--- src/rtl/size_conv_rx_64_to_32.sv ---
// Reads 64-bit MRAM words and streams them to the uDMA RX channel as 32-bit words, low half first.
// Build option: SIZE_CONV_RX_INV_DATA_EN makes the read buffer capture inverted MRAM data.
//
// state    | meaning
// ---------+------------------------------------------------------------
// IDLE     | waiting for a command; grants every request, starts on read
// REQ      | MRAM read request at addr_q, waiting for grant
// WAIT     | read granted, waiting for rvalid to fill the buffer
// PUSH_LO  | offering buffer[31:0] on the RX stream
// PUSH_HI  | offering buffer[63:32] on the RX stream
// DONE     | one-cycle completion pulse
module size_conv_rx_64_to_32 #(
    parameter int         TRANS_SIZE  = 16,
    parameter logic [7:0] CMD_READ_RX = 8'h40
) (
    input  logic                  clk,
    input  logic                  rst,

    input  logic                  push_cmd_req_i,
    output logic                  push_cmd_gnt_o,
    input  logic [7:0]            mram_mode_i,
    input  logic [15:0]           data_rx_addr_i,
    input  logic [TRANS_SIZE-1:0] data_rx_size_i,

    output logic                  mem_req_o,
    input  logic                  mem_gnt_i,
    output logic [15:0]           mem_addr_o,
    output logic                  mem_eot_o,
    input  logic [77:0]           mem_rdata_i,
    input  logic                  mem_rvalid_i,

    output logic [31:0]           data_rx_data_o,
    output logic                  data_rx_valid_o,
    input  logic                  data_rx_ready_i,

    output logic                  pending_o,
    output logic                  rx_done_o
);

    typedef enum logic [2:0] {
        ST_IDLE,
        ST_REQ,
        ST_WAIT,
        ST_PUSH_LO,
        ST_PUSH_HI,
        ST_DONE
    } state_t;

    state_t                state_q;
    state_t                state_d;
    logic [15:0]           addr_q;
    logic [TRANS_SIZE-1:0] size_q;
    logic [63:0]           buf_q;
    logic [63:0]           rdata_cap;
    logic                  cmd_read;
    logic                  size_le4;
    logic                  size_le8;
    logic                  unused_rdata_hi;

    // ECC/tag bits above 63 are not part of the payload.
    assign unused_rdata_hi = ^mem_rdata_i[77:64];

`ifdef SIZE_CONV_RX_INV_DATA_EN
    assign rdata_cap = ~mem_rdata_i[63:0];
`else
    assign rdata_cap = mem_rdata_i[63:0];
`endif

    assign cmd_read = push_cmd_req_i && (mram_mode_i == CMD_READ_RX);
    // A size of 0 or a partial word falls under these compares, so both round up naturally.
    assign size_le4 = (size_q <= TRANS_SIZE'(4));
    assign size_le8 = (size_q <= TRANS_SIZE'(8));

    always_ff @(posedge clk) begin
        if (rst) begin
            state_q <= ST_IDLE;
        end else begin
            state_q <= state_d;
        end
    end

    always_comb begin
        state_d = state_q;
        case (state_q)
            ST_IDLE: begin
                if (cmd_read) begin
                    state_d = ST_REQ;
                end
            end
            ST_REQ: begin
                if (mem_gnt_i) begin
                    state_d = ST_WAIT;
                end
            end
            ST_WAIT: begin
                if (mem_rvalid_i) begin
                    state_d = ST_PUSH_LO;
                end
            end
            ST_PUSH_LO: begin
                if (data_rx_ready_i) begin
                    state_d = size_le4 ? ST_DONE : ST_PUSH_HI;
                end
            end
            ST_PUSH_HI: begin
                if (data_rx_ready_i) begin
                    state_d = size_le4 ? ST_DONE : ST_REQ;
                end
            end
            ST_DONE: begin
                state_d = ST_IDLE;
            end
            default: begin
                state_d = ST_IDLE;
            end
        endcase
    end

    always_ff @(posedge clk) begin
        if (rst) begin
            addr_q <= '0;
            size_q <= '0;
            buf_q  <= '0;
        end else begin
            case (state_q)
                ST_IDLE: begin
                    if (cmd_read) begin
                        addr_q <= data_rx_addr_i;
                        size_q <= data_rx_size_i;
                    end
                end
                ST_WAIT: begin
                    if (mem_rvalid_i) begin
                        buf_q <= rdata_cap;
                    end
                end
                ST_PUSH_LO: begin
                    if (data_rx_ready_i && !size_le4) begin
                        size_q <= size_q - TRANS_SIZE'(4);
                    end
                end
                ST_PUSH_HI: begin
                    if (data_rx_ready_i && !size_le4) begin
                        size_q <= size_q - TRANS_SIZE'(4);
                        addr_q <= addr_q + 16'd1;
                    end
                end
                default: begin
                end
            endcase
        end
    end

    always_comb begin
        push_cmd_gnt_o  = 1'b0;
        mem_req_o       = 1'b0;
        mem_eot_o       = 1'b0;
        data_rx_data_o  = '0;
        data_rx_valid_o = 1'b0;
        rx_done_o       = 1'b0;
        case (state_q)
            ST_IDLE: begin
                push_cmd_gnt_o = push_cmd_req_i;
            end
            ST_REQ: begin
                mem_req_o = 1'b1;
                mem_eot_o = size_le8;
            end
            ST_PUSH_LO: begin
                data_rx_valid_o = 1'b1;
                data_rx_data_o  = buf_q[31:0];
            end
            ST_PUSH_HI: begin
                data_rx_valid_o = 1'b1;
                data_rx_data_o  = buf_q[63:32];
            end
            ST_DONE: begin
                rx_done_o = 1'b1;
            end
            default: begin
            end
        endcase
    end

    assign mem_addr_o = addr_q;
    assign pending_o  = push_cmd_req_i || (state_q != ST_IDLE);

endmodule

--- config.mk ---
export PLATFORM = sky130hd
export DESIGN_NAME = size_conv_rx_64_to_32
export DESIGN_NICKNAME = d
export VERILOG_FILES = /design/src/rtl/size_conv_rx_64_to_32.sv
export SDC_FILE = /design/constraint.sdc
export NUM_CORES = 1
export LEC_CHECK = 0
export ABC_AREA = 1
export BUFFER_PORTS_ARGS = -buffer_cell sky130_fd_sc_hd__buf_4
export CAP_MARGIN = 10
export CORE_AREA = 10 10 112 114
export DETAILED_ROUTE_END_ITERATION = 6
export DIE_AREA = 0 0 122 124
export GPL_ROUTABILITY_DRIVEN = 1
export PLACE_DENSITY = 0.86
export REMOVE_ABC_BUFFERS = 1
export SYNTH_ARGS = -nofsm -noshare
export SYNTH_HDL_FRONTEND = slang
export SYNTH_SLANG_ARGS = --single-unit
--- constraint.sdc ---
create_clock -name clk -period 2.06 [get_ports clk]
set_clock_uncertainty 0.15 [all_clocks]
set_input_delay 0.103 -clock clk [delete_from_list [all_inputs] [get_ports clk]]
set_output_delay 0.103 -clock clk [all_outputs]
set_load 0.05 [all_outputs]
Word-level counts from Yosys, hierarchy flattened
Index checks and enable logic that the tools add are counted.
Word-level totals
  register bits after elaboration: 99
  bits of input ports: 124
  output and inout bits: 54
  logic and storage cells: 54
Operators by class
  add/subtract/negate cells: 2
  order comparisons: 2
  eq/ne operators: 13
  multiplexer cells: 20
  reductions and logical operators: 13
Operators with widths (count)
  16-bit 2-to-1 mux: 4
  16-bit case mux with 2 select lines: 2
  32-bit case mux with 2 select lines: 1
  3-bit 2-to-1 mux: 6
  16-bit by 1-bit adder with 16-bit output, second input constant: 1
  16-bit by 3-bit <= comparator with 1-bit output, second input constant: 1
  16-bit by 4-bit <= comparator with 1-bit output, second input constant: 1
  16-bit by 3-bit subtractor with 16-bit output, second input constant: 1
  3-bit case mux with 5 select lines: 1
  2-bit != test, second input constant: 6
  8-bit by 7-bit == test with 1-bit output, second input constant: 1
  3-bit by 2-bit == test with 1-bit output, second input constant: 2
  3-bit == test, second input constant: 2
  1-bit 2-to-1 mux: 6
  3-bit AND reduction: 2
  5-bit AND reduction: 1
  2-bit nonzero test: 2
  3-bit by 1-bit == test with 1-bit output, second input constant: 1
  3-bit zero test: 1
  3-bit nonzero test: 1
  1-bit logical AND: 2
  2-bit by 1-bit != test with 1-bit output, second input constant: 1
  2-bit AND reduction: 1
  2-bit OR reduction: 1
  other kinds (2): 2

Depth between registers and ports, before layout
  depth after elaboration: 5
  depth in mapped cells: 12

Least setup slack after synthesis
No wires, ideal clock.
  path type: reg-to-output
  start: register state_q[0]
  end: output mem_eot_o
  arrival: 3.347 ns
  path slack: -1.540 ns
  cell stages (with the launch flop): 5
  cell sequence: dfxtp_1 > inv_1 > nor3_1 > inv_1 > nor4_1
Between the ends
  word-level cells in the longest chain between the ends: 2
RTL lines
  start, declared: RTL line 49  | state_t state_q;
  start signal, assigned: RTL line 78  | state_q <= state_d;
  3-bit by 1-bit == test with 1-bit output: RTL line 161  | case (state_q)
  1-bit 2-to-1 mux: RTL line 161
  end, declared: RTL line 28  | output logic mem_eot_o,
No other way between the ends.

Worst setup path in the final report
Same ends and word-level chain as after synthesis.

==> flow_summary.rst <==
.. list-table::
   :header-rows: 1

   * - Metric
     - Value
   * - GR met2 Demand/Resource
     - 41.3%
   * - Post-Syn Area
     - 5160 um^2
   * - Setup slack of the worst register-to-register path
     - 190 ps
   * - Multiplexer share of the synthesized area
     - 0%
   * - Post-synthesis instance total
     - 777
   * - Finished Layout Cells
     - 1,170
   * - CP Data Required Time
     - 1810 ps
   * - PD cells
     - 488 nW/um^2
   * - Number of synthesized register bits
     - 99
   * - Adder-Cell Fraction of Synth Area
     - 0.969%
   * - Final core occ
     - 77.4%
   * - Port buffer count
     - 163
   * - CTS tree
     - done
   * - Main area contributors after synthesis
     - dfxtp_1, nor2_1, nand2_1
   * - Initial Util
     - 50.5%
   * - Area share of the leading cell type in the synthesized netlist
     - 38.4%
   * - Detailed-route DRC error count
     - 0
   * - Worst hold-check slack
     - 28.8 ps
   * - Die W
     - 122 um
   * - Path category of the worst min-delay check
     - in2reg
   * - Largest voltage drop on the vdd net
     - 408 uV
   * - End point of the worst hold path
     - size_q[2]$_SDFFE_PP0P_
   * - Cell with the most instances after synthesis
     - nor2_1
   * - Wirelength per Cell
     - 16.9 um
   * - Antenna-violating nets left
     - 0
   * - Nets
     - 1,155
   * - Leading register cell type out of synthesis
     - dfxtp_1
   * - Main combinational cell family by area after synthesis
     - simple AND/OR/NAND/NOR gates
   * - Number of enable flip-flop cells after synthesis
     - 0
   * - Count of distinct cell types in the synthesized netlist
     - 34
   * - Total of max-cap violations
     - 0
   * - # setup viols final
     - 0
   * - Routing usage on met3
     - 9.14%
   * - Internal
     - 2.84 mW
   * - Most Used Layer, Global Route
     - met2
   * - DP HPWL
     - 11,200 um
   * - Highest attainable clock frequency
     - 0.500 GHz
   * - CTS clock-pin slew for the worst setup and hold paths
     - 110 ps
   * - Number of I/O pins
     - 178
   * - Cell Area, Placed
     - 6540 um^2
   * - Path depth of the worst reg2reg path
     - 9
   * - Via count of the routed design
     - 6,349
   * - Synth area leader
     - dfxtp_1
   * - Sw power
     - 1.03 mW
   * - Count of H-tree levels built during CTS
     - 3
   * - Xor/xnor cell area share of the yosys netlist
     - 0.848%
   * - Weighted congestion at the end of routability-driven global placement
     - 0.910
   * - Largest net degree at the start of global routing
     - 48
   * - Clock tree buffer depth
     - 2
   * - Clock power frac
     - 35.8%
   * - Run status
     - complete, no violations
   * - Launching element type of the critical path
     - flip-flop
   * - Critical Path End Type
     - output port
   * - CP arrival
     - 1750 ps
   * - Share of synthesized cell area in and, or, nand and nor gates
     - 35.8%
   * - Wire length of the first global-routing pass
     - 30,700 um
   * - CTS Sinks
     - 99
   * - Compound-cell area share of the yosys netlist
     - 17.2%
   * - Global-route usage over all layers
     - 24.9%
   * - Final non-filler cell area
     - 7920 um^2
   * - Standby leakage power
     - 3.51 nW
   * - Number of cells on the worst hold path
     - 5
   * - Fraction of registers with async set or reset after synthesis
     - 0%
   * - Transition time at the pin with the least slew margin
     - 431 ps
   * - Post-Route Setup TNS
     - 0 ps
   * - Start point of the worst hold path
     - data_rx_size_i[2]
   * - TritonCTS Buffers
     - 9
   * - Placement Setup Slack
     - 204 ps
   * - Slack of the critical path
     - 60.6 ps
   * - Number of hold violations in the final report
     - 0
   * - Final period utilization
     - 97.1%
   * - Setup CP Type
     - reg2out
   * - Via count of the first global-routing pass
     - 6,290
   * - Startpoint of the worst register-to-register path
     - size_q[9]$_SDFFE_PP0P_
   * - Pre-Repair DR Iteration Count
     - 5
   * - Clock latency on the worst-skew pair
     - 360 ps
   * - Max-slew violation total from the final report
     - 0
   * - Fraction of the yosys area taken by sequential cells
     - 38.4%
   * - Tightest slew margin relative to the limit
     - 71.2%
   * - Yosys warning count
     - 0
   * - Combinational fraction of design power
     - 14.3%
   * - Die Area
     - 15,100 um^2
   * - Total length of routed wires
     - 19,700 um
   * - Worst-path fanout max
     - 5
   * - Power share of the sequential group
     - 49.9%
   * - Height of the chip
     - 124 um
   * - Antenna violations before repair
     - 2
   * - Iteration-0 DRC count of the detailed router
     - 601
   * - Syn_area_per_cell
     - 6.65 um^2
   * - Fraction of final layout cells with drive strength greater than 1
     - 23.2%
   * - Std-Cell Core Area
     - 10,200 um^2
   * - Met1 usage
     - 28.8%
   * - Overall power after layout
     - 3.87 mW
   * - Num rows
     - 37
   * - Layout overhead on the synthesized area
     - 53.3%
   * - Post-route minimum period
     - 2000 ps
   * - Capture instance of the worst register-to-register path
     - mem_addr_o[6]$_SDFFE_PP0P_
   * - Switching fraction of total power
     - 26.6%
   * - Clock Tree Root
     - clkbuf_8
   * - Detailed-route vias per instance
     - 5.43
   * - GRT overflow
     - 0
   * - List of most frequent post-synthesis cells
     - nor2_1, nand2_1, dfxtp_1, o21ai_0, nand3_1
   * - Placed Cells
     - 1,051
==> final cells by class <==
class	count	area, um^2
Tap cell	136	170
Clock inverter	7	95.1
Clock buffer	9	124
Fill cell	674	2310
Multi-Input combinational cell	597	2880
Antenna cell	2	5.00
Sequential cell	99	1990
Inverter	43	166
Timing Repair Buffer	277	2490
==> critical path, stage by stage (launching register included) <==
cell,delay [ps]
dfxtp_2,410
inv_1,100
nor3_2,190
inv_1,120
nor4_2,310
buf_4,250
==> power by group through the flow <==
stage / Combinational [mW] / Sequential, mW / Clock [mW]
6_report: 0.553 / 1.93 / 1.38
3_5_place_dp: 0.371 / 1.97 / 0
3_3_place_gp: 0.367 / 1.97 / 0
4_1_cts: 0.522 / 1.93 / 1.38
2_1_floorplan: 0.151 / 1.97 / 0
5_1_grt: 0.591 / 1.93 / 1.47
==> registers in the layout (all words and copies together) (netlist names) <==
name and cells:
state_q 3, size_q 16, mem_addr_o 16, buf_q 64
==> worst max-delay path by stage <==
| stage | startpoint | end | slack [ps] |
|---|---|---|---|
| floorplan | state_q[0]$_SDFFE_PP0P_ | mem_eot_o | -1540 |
| global placement | size_q[2]$_SDFFE_PP0P_ | mem_addr_o[0]$_SDFFE_PP0P_ | 250 |
| detailed placement | size_q[2]$_SDFFE_PP0P_ | mem_addr_o[8]$_SDFFE_PP0P_ | 200 |
| finish | state_q[0]$_SDFFE_PP0P_ | mem_eot_o | 60 |
| CTS | state_q[1]$_SDFFE_PP0P_ | data_rx_data_o[9] | 0.8 |
| global route | size_q[2]$_SDFFE_PP0P_ | mem_eot_o | -3 |
==> kinds of logic after synthesis <==
| family | after synthesis |
|---|---|
| AO/OA/AOI/OAI | 147 |
| adder cells (fa/ha/maj) | 4 |
| XOR/XNOR | 5 |
| AND/OR/NAND/NOR | 441 |
| flip-flops | 99 |
| buffers and inverters | 81 |
==> layer usage <==
metal | vias up | wire, um
met3 | 58 | 2200
met2 | 373 | 9290
met1 | 2895 | 7650
met4 | 0 | 616
met5 | - | 0
li1 | 3023 | -
==> repair_timing <==
action                                  in CTS  in global routing
buffers inserted                             0                  1
gates cloned                                 1                  1
endpoints found under the setup margin      33                 36
endpoints found under the hold margin       99                  0
resized for setup                           20                 12
hold buffers                                98                  0
pin swaps                                    0                  2
==> layout by cell type, fill, tap and decap left out, drive strengths merged <==
cell type	instances
a21oi	21
clkinv	2
bufinv	1
and3	1
ha	4
nand3	41
o21ai	90
nor3	2
o21bai	2
nand3b	1
nor4	1
buf	178
or2	3
o31ai	1
inv	47
a31oi	1
a22o	32
xnor2	5
dlygate4sd3	98
nand4	11
diode	2
nor2	219
clkbuf	10
nand2	162
dfxtp	99
(Power assumes the default switching activity.)
